--- config.mk ---
export PLATFORM = sky130hd
export DESIGN_NAME = rob_retire
export DESIGN_NICKNAME = d
export VERILOG_FILES = /design/src/rtl/tomasulo_pkg.sv /design/src/rtl/rob_ptr_ctr.sv /design/src/rtl/rob_retire.sv
export SDC_FILE = /design/constraint.sdc
export NUM_CORES = 1
export LEC_CHECK = 0
export ABC_AREA = 1
export CORE_UTILIZATION = 65
export CTS_CLUSTER_SIZE = 30
export DETAILED_ROUTE_END_ITERATION = 10
export PLACE_DENSITY_LB_ADDON = 0.1
export SLEW_MARGIN = 20
export SYNTH_ARGS = -nofsm -noshare
export SYNTH_HDL_FRONTEND = slang
export SYNTH_SLANG_ARGS = --single-unit
export TNS_END_PERCENT = 50
--- constraint.sdc ---
create_clock -name clk1 -period 5.9 [get_ports clk1]
set_clock_uncertainty 0.1 [all_clocks]
set_input_delay 0.885 -clock clk1 [delete_from_list [all_inputs] [get_ports clk1]]
set_output_delay 0.885 -clock clk1 [all_outputs]
set_load 0.005 [all_outputs]
--- src/rtl/tomasulo_pkg.sv ---
// Shared Tomasulo core definitions: ROB sizing constants and the entry
// record that the reservation stations also use for tag compares.
package tomasulo_pkg;

  localparam int ROB_DEPTH = 8;
  localparam int TAG_W     = $clog2(ROB_DEPTH);
  localparam int REG_W     = 4;
  localparam int DATA_W    = 16;

  typedef struct packed {
    logic              busy;
    logic              ready;
    logic [REG_W-1:0]  dest;
    logic [DATA_W-1:0] value;
  } rob_entry_t;

endpackage

--- src/rtl/rob_ptr_ctr.sv ---
// Modulo-DEPTH ROB pointer with increment enable and synchronous clear.
// DEPTH must be a power of two so the pointer wraps by natural overflow.
module rob_ptr_ctr #(
  parameter int DEPTH = tomasulo_pkg::ROB_DEPTH
) (
  input  logic                     clk1,
  input  logic                     rst_n,
  input  logic                     clr,
  input  logic                     inc,
  output logic [$clog2(DEPTH)-1:0] ptr
);

  localparam int TW = $clog2(DEPTH);

  logic [TW-1:0] ptr_q;
  logic [TW-1:0] ptr_d;

  // Next pointer: clear dominates, otherwise step by one and wrap.
  always_comb begin
    ptr_d = ptr_q;
    if (clr) begin
      ptr_d = '0;
    end else if (inc) begin
      ptr_d = ptr_q + TW'(1);
    end
  end

  // Pointer register with synchronous active-low reset.
  always_ff @(posedge clk1) begin
    if (!rst_n) begin
      ptr_q <= '0;
    end else begin
      ptr_q <= ptr_d;
    end
  end

  assign ptr = ptr_q;

endmodule

--- src/rtl/rob_retire.sv ---
// Reorder buffer: in-order allocation at the tail, CDB result capture by
// tag, and in-order retirement of one entry per cycle into the register
// bank. Optional feature macro: ROB_FLUSH_EN adds a 'flush' input that
// discards every in-flight entry.
module rob_retire #(
  parameter int DEPTH  = tomasulo_pkg::ROB_DEPTH,
  parameter int DATA_W = tomasulo_pkg::DATA_W,
  parameter int REG_W  = tomasulo_pkg::REG_W
) (
  input  logic                     clk1,
  input  logic                     rst_n,
`ifdef ROB_FLUSH_EN
  input  logic                     flush,
`endif
  input  logic                     alloc_valid,
  input  logic [REG_W-1:0]         alloc_dest,
  output logic                     alloc_ready,
  output logic [$clog2(DEPTH)-1:0] alloc_tag,
  input  logic                     cdb_valid,
  input  logic [$clog2(DEPTH)-1:0] cdb_tag,
  input  logic [DATA_W-1:0]        cdb_data,
  output logic                     commit_valid,
  output logic [REG_W-1:0]         commit_dest,
  output logic [DATA_W-1:0]        commit_data,
  output logic [$clog2(DEPTH)-1:0] commit_tag,
  output logic                     rob_empty,
  output logic [$clog2(DEPTH):0]   rob_count
);

  import tomasulo_pkg::*;

  localparam int TW = $clog2(DEPTH);
  localparam int CW = TW + 1;

  rob_entry_t        entries_q [DEPTH];
  rob_entry_t        entries_d [DEPTH];
  logic [CW-1:0]     count_q;
  logic [CW-1:0]     count_d;
  logic              commit_valid_q;
  logic              commit_valid_d;
  logic [REG_W-1:0]  commit_dest_q;
  logic [REG_W-1:0]  commit_dest_d;
  logic [DATA_W-1:0] commit_data_q;
  logic [DATA_W-1:0] commit_data_d;
  logic [TW-1:0]     commit_tag_q;
  logic [TW-1:0]     commit_tag_d;

  logic [TW-1:0]     head;
  logic [TW-1:0]     tail;
  logic              flush_w;
  logic              alloc_fire;
  logic              retire_fire;

`ifdef ROB_FLUSH_EN
  assign flush_w = flush;
`else
  assign flush_w = 1'b0;
`endif

  // No bypass: a full ROB refuses allocation even while retiring.
  assign alloc_ready = (count_q != CW'(DEPTH));
  assign alloc_tag   = tail;
  assign rob_empty   = (count_q == '0);
  assign rob_count   = count_q;
  assign alloc_fire  = alloc_valid && alloc_ready;
  assign retire_fire = entries_q[head].busy && entries_q[head].ready;

  rob_ptr_ctr #(.DEPTH(DEPTH)) u_head (
    .clk1  (clk1),
    .rst_n (rst_n),
    .clr   (flush_w),
    .inc   (retire_fire),
    .ptr   (head)
  );

  rob_ptr_ctr #(.DEPTH(DEPTH)) u_tail (
    .clk1  (clk1),
    .rst_n (rst_n),
    .clr   (flush_w),
    .inc   (alloc_fire),
    .ptr   (tail)
  );

  // Entry updates: CDB capture only into busy entries, then retire clears
  // the head, then allocation claims the tail; flush wipes everything.
  always_comb begin
    for (int i = 0; i < DEPTH; i++) begin
      entries_d[i] = entries_q[i];
    end
    if (cdb_valid && entries_q[cdb_tag].busy) begin
      entries_d[cdb_tag].ready = 1'b1;
      entries_d[cdb_tag].value = cdb_data;
    end
    if (retire_fire) begin
      entries_d[head].busy  = 1'b0;
      entries_d[head].ready = 1'b0;
    end
    if (alloc_fire) begin
      entries_d[tail].busy  = 1'b1;
      entries_d[tail].ready = 1'b0;
      entries_d[tail].dest  = alloc_dest;
    end
    if (flush_w) begin
      for (int i = 0; i < DEPTH; i++) begin
        entries_d[i].busy  = 1'b0;
        entries_d[i].ready = 1'b0;
      end
    end
  end

  // Occupancy and registered commit port; commit fields hold when idle.
  always_comb begin
    count_d        = count_q + CW'(alloc_fire) - CW'(retire_fire);
    commit_valid_d = retire_fire;
    commit_dest_d  = commit_dest_q;
    commit_data_d  = commit_data_q;
    commit_tag_d   = commit_tag_q;
    if (retire_fire) begin
      commit_dest_d = entries_q[head].dest;
      commit_data_d = entries_q[head].value;
      commit_tag_d  = head;
    end
    if (flush_w) begin
      count_d        = '0;
      commit_valid_d = 1'b0;
    end
  end

  // State registers with synchronous active-low reset.
  always_ff @(posedge clk1) begin
    if (!rst_n) begin
      for (int i = 0; i < DEPTH; i++) begin
        entries_q[i] <= '0;
      end
      count_q        <= '0;
      commit_valid_q <= 1'b0;
      commit_dest_q  <= '0;
      commit_data_q  <= '0;
      commit_tag_q   <= '0;
    end else begin
      for (int i = 0; i < DEPTH; i++) begin
        entries_q[i] <= entries_d[i];
      end
      count_q        <= count_d;
      commit_valid_q <= commit_valid_d;
      commit_dest_q  <= commit_dest_d;
      commit_data_q  <= commit_data_d;
      commit_tag_q   <= commit_tag_d;
    end
  end

  assign commit_valid = commit_valid_q;
  assign commit_dest  = commit_dest_q;
  assign commit_data  = commit_data_q;
  assign commit_tag   = commit_tag_q;

endmodule

======== Word level (Yosys, flattened, before mapping) ========
Memory sizes are Yosys's and may differ from the RTL's. A register that Yosys moved wholly into a read port is not among the register bits.
Index checks and enable logic that the tools add are counted.
word-level totals
  register bits after elaboration ......... 34
  memory bits (writable) .................. 176
  bits of input ports ..................... 27
  output and inout bits ................... 33
  word-level logic and storage cells ...... 73
  memories kept ........................... 1
operators by class
  $add $sub $neg .......................... 4
  $lt $le $gt $ge ......................... 6
  equal/unequal tests ..................... 1
  mux-type cells .......................... 36
  bitwise operators ....................... 11
  reductions and logical operators ........ 7
memories
  memory     words  bits a word  rd ports  clocked after memory_dff  wr ports  line              RTL
  entries_q  8      22           10        1                         8         rob_retire.sv:35  rob_entry_t entries_q [DEPTH];
operators by type and width
  operator                                                                       number
  176-bit bitwise mux                                                            7
  176-bit two-way mux                                                            3
  22-bit demux with 3-bit select                                                 7
  22-bit two-way mux                                                             10
  21-bit two-way mux                                                             3
  20-bit two-way mux                                                             1
  16-bit two-way mux                                                             1
  4-bit greater-or-equal comparator (second input constant)                      3
  4-bit by 1-bit less-than comparator with 1-bit output (second input constant)  3
  3-bit inverter with 4-bit output                                               3
  1-bit OR                                                                       8
  3-bit by 1-bit adder with 3-bit output (second input constant)                 2
  1-bit logical AND                                                              6
  3-bit two-way mux                                                              2
  4-bit by 1-bit adder with 4-bit output                                         1
  4-bit logical NOT                                                              1
  4-bit inequality test (second input constant)                                  1
  4-bit by 1-bit subtractor with 4-bit output                                    1
  1-bit two-way mux                                                              2

======== Logic depth before layout (Yosys ltp) ========
  depth in word-level cells ............... 16
  gate-level depth with buffers ........... 14
  depth with buffers taken out ............ 12

======== Cells and area by module ========
A second synthesis with hierarchy kept.
unflattened totals
  cell total of the unflattened synthesis .. 1552
  area, all modules ....................... 10057.1 µm²
modules (own cells, without submodules)
  module       times used  cells an instance  area each (µm²)  seq. area each (µm²)
  rob_retire   1           1512               9776.9           4083.9
  rob_ptr_ctr  2           20                 140.1            60.1

======== Least setup slack after synthesis ========
No wires, ideal clock.
  path kind ............................... flip-flop to flip-flop
  from .................................... register (tool-made name)
  to ...................................... register count_q[2] (netlist: rob_count[2])
  setup time .............................. 0.128 ns
  arrival time ............................ 2.149 ns
  required time ........................... 5.672 ns
  setup slack ............................. 3.524 ns
  cell stages (with the launch flop) ...... 15
  path buffers ............................ 2
  period minus slack after synthesis ...... 2.376 ns
  cell sequence ........................... dfxtp_1 > inv_1 > buf_2 > nand3_1 > nand3_1 > nand3_2 > nand2_2 > buf_2 > ha_1 > inv_1 > ha_1 > inv_1 > fa_1 > xor2_1 > nor2_1
RTL lines
  element               line               RTL
  end signal, assigned  rob_retire.sv:144  count_q <= count_d;
  end, declared         rob_retire.sv:37   logic [CW-1:0] count_q;

==> flow_metrics.env <==
export IMPL_status="finished clean"
export IMPL_synth_lib_cells_used_distinct=30
export IMPL_die_width_um=134
export IMPL_critPathKind="in2reg"
export IMPL_ys_seq_area_frac=0.377
export IMPL_setup_tns_ns=0
export IMPL_worst_hold_path_type="reg2reg"
export IMPL_post_cts_repair_setup_buffers=0
export IMPL_ff_latch_area_sq_mm=0.00427
export IMPL_slew_viol_final=0
export IMPL_area_inside_the_core_boundary_sq_mm=0.0168
export IMPL_netlist_instances=1769
export IMPL_fp_row_count=47
export IMPL_drt_pass1_iter_count=6
export IMPL_maximum_number_of_pins_on_one_net_before_global_route_repair=137
export IMPL_die_area_sq_mm=0.0179
export IMPL_number_of_flops_mapped_to_enable_cells_by_yosys=0
export IMPL_floorplan_die_height_um=134
export IMPL_max_freq_mhz=302
export IMPL_drc=0
export IMPL_clkLatencyLatePin_ns=0.50
export IMPL_share_of_cells_above_drive_strength_1=0.0474
export IMPL_global_route_usage_total=0.344
export IMPL_grt_setup_unrepaired="false"
export IMPL_floorplan_io_pins=60
export IMPL_clockRootBuffer="clkbuf_16"
export IMPL_wire_per_inst_um=15.4
export IMPL_yosysTopAreaCellShare=0.377
export IMPL_yosys_warnings=0
export IMPL_antenna_violating_nets_post_route=0
export IMPL_maxSlewHeadroom=0.315
export IMPL_crit_path_end_kind="flop"
export IMPL_holdBufCountCts=0
export IMPL_nNetsFinal=1795
export IMPL_critPathArrivalTime_ns=3.65
export IMPL_cts_max_path_buffers=3
export IMPL_tightest_slew_ns=1.02
export IMPL_number_of_levels_in_the_clock_h_tree=1
export IMPL_syn2layout_area_growth_pct=9.96
export IMPL_synthArstFlopShare=0
export IMPL_syn_cell_area_sq_mm=0.0113
export IMPL_post_synthesis_register_bit_count=213
export IMPL_leakage_nw=5.71
export IMPL_post_synth_top_count_cell="nand2_1"
export IMPL_vias_per_cell=5.51
export IMPL_finalSetupViolations=0
export IMPL_floorplan_initialDensity=0.675
export IMPL_ys_dominant_reg_cell="dfxtp_1"
export IMPL_critPathRequiredTime_ns=6.24
export IMPL_critical_path_startpoint_type="primary input"
export IMPL_grt_pass1_wl_um=49700
export IMPL_synth_avg_cell_area_sq_um=6.39
export IMPL_postSynthNetCount=1805
export IMPL_globalRoute_totalOverflow=0
export IMPL_route_final_wire_length_um=30700
export IMPL_vdd_ir_drop_worst_uv=235
export IMPL_final_hold_viol_count=0
export IMPL_critical_path_peak_fanout=136
export IMPL_grt_pass1_vias=9826
export IMPL_multiInputGateArea_sq_mm=0.00511
export IMPL_detailed_place_hpwl_um=17500
export IMPL_cell_types_with_the_highest_counts_after_synthesis="410 x nand2_1, 353 x inv_1, 213 x dfxtp_1"
export IMPL_clk_pin_slew_worst_paths_ns=0.06
export IMPL_tritoncts="built"
export IMPL_largest_area_contributor_in_the_netlist="dfxtp_1"
export IMPL_routed_via_count=11000
export IMPL_ant_diodes=0
export IMPL_postCtsResizedCells=0
export IMPL_grt_antenna_before_repair=0
export IMPL_netlist_top_cells_area="dfxtp_1 38%, nand2_1 14%, inv_1 12%"
export IMPL_post_route_min_period_ns=3.31
export IMPL_post_dp_cell_area_sq_mm=0.0117
export IMPL_final_period_utilization=0.561
export IMPL_initialDrtViolationCount=1166
export IMPL_place_gp_congestion=0.883
export IMPL_fillers=1408
export IMPL_layout_cell_area_excl_fill_sq_mm=0.0124
export IMPL_pwr_density_cell_mw_per_mm2=263
export IMPL_max_cap_violations=0
export IMPL_place_port_buffers=59
export IMPL_num_cts_buffers=23
export IMPL_numClockSinks=213
per-layer routing:
metal | GRT usage | vias to the layer above | share of wire
met5 | 0 | - | 0
met2 | 0.560 | 533 | 0.46
met3 | 0.0442 | 72 | 0.093
met4 | 0.119 | 0 | 0.029
li1 | - | 5466 | -
met1 | 0.469 | 4913 | 0.42
through the flow:
step	setup WS [ns]	utilization	hold WS, ns	total power [mW]	instances
2_1_floorplan	3.52	-	0.320	1.80	1769
3_3_place_gp	2.25	0.699	0.329	1.90	1954
3_5_place_dp	2.16	0.699	0.333	1.91	1954
4_1_cts	2.67	0.742	0.342	3.27	1994
5_1_grt	2.42	0.742	0.358	3.39	1994
6_report	2.59	0.742	0.341	3.27	1994
layout by cell type (no fill, tap or decap), drive strengths merged:
master,n
a21oi,124
nand4,133
xor2,1
clkdlybuf4s50,57
ha,8
buf,19
nand2,412
clkbuf,36
o21ai,140
dfxtp,213
nand3,48
fa,1
and3,1
nor2,205
inv,359
nor3,13
nor3b,1
clkinv,3
flip-flops by register name, summed over array words and instances, names as in the netlist, named ones only:
signal        flops
rob_count         4
u_head.ptr        3
commit_valid      1
commit_tag        3
entries_q       176
u_tail.ptr        3
commit_dest       4
commit_data      16
critical path: stages:
cell and delay [ns]:
clkdlybuf4s50_1 0.78, inv_4 0.12, nor2_4 0.12, nand2_1 0.07
nor2_2 0.12, nor2_4 0.07, nand2_8 0.59, nand3_4 0.48
nand2_1 0.18, inv_1 0.05, nor2_1 0.09
worst paths after layout:
kind / start / endpoint / slack (ns) / cells past startpoint
max: cdb_tag[2] / entries_q[4][0] / 2.59 / 11
min: entries_q[4][19] / entries_q[4][19] / 0.34 / 2
max reg2reg: flop / commit_data[13] / 2.67 / 9
min reg2reg: entries_q[4][19] / entries_q[4][19] / 0.34 / 2
power breakdown:
group	switching [mW]	internal [mW]
Sequential	0.0279	1.48
Combinational	0.246	0.136
Clock	0.575	0.805
cells by family (layout without fill, tap and decap cells):
kind of cell,after synthesis,count (layout),synth area share
XOR/XNOR,1,1,0.000775
adder cells (fa/ha/maj),9,9,0.0106
buffers and inverters,469,474,0.171
AO/OA/AOI/OAI,264,264,0.117
AND/OR/NAND/NOR,813,813,0.324
flip-flops,213,213,0.377
final cells by class:
class | count | share of cell area
multi-input cells | 1087 | 0.411
flip-flops and latches | 213 | 0.343
clock buffers | 36 | 0.0559
inverters | 358 | 0.108
repair buffers | 76 | 0.0574
well taps | 220 | 0.0221
clock inverters | 4 | 0.00191
No activity file was read; power rests on OpenSTA's default activity.
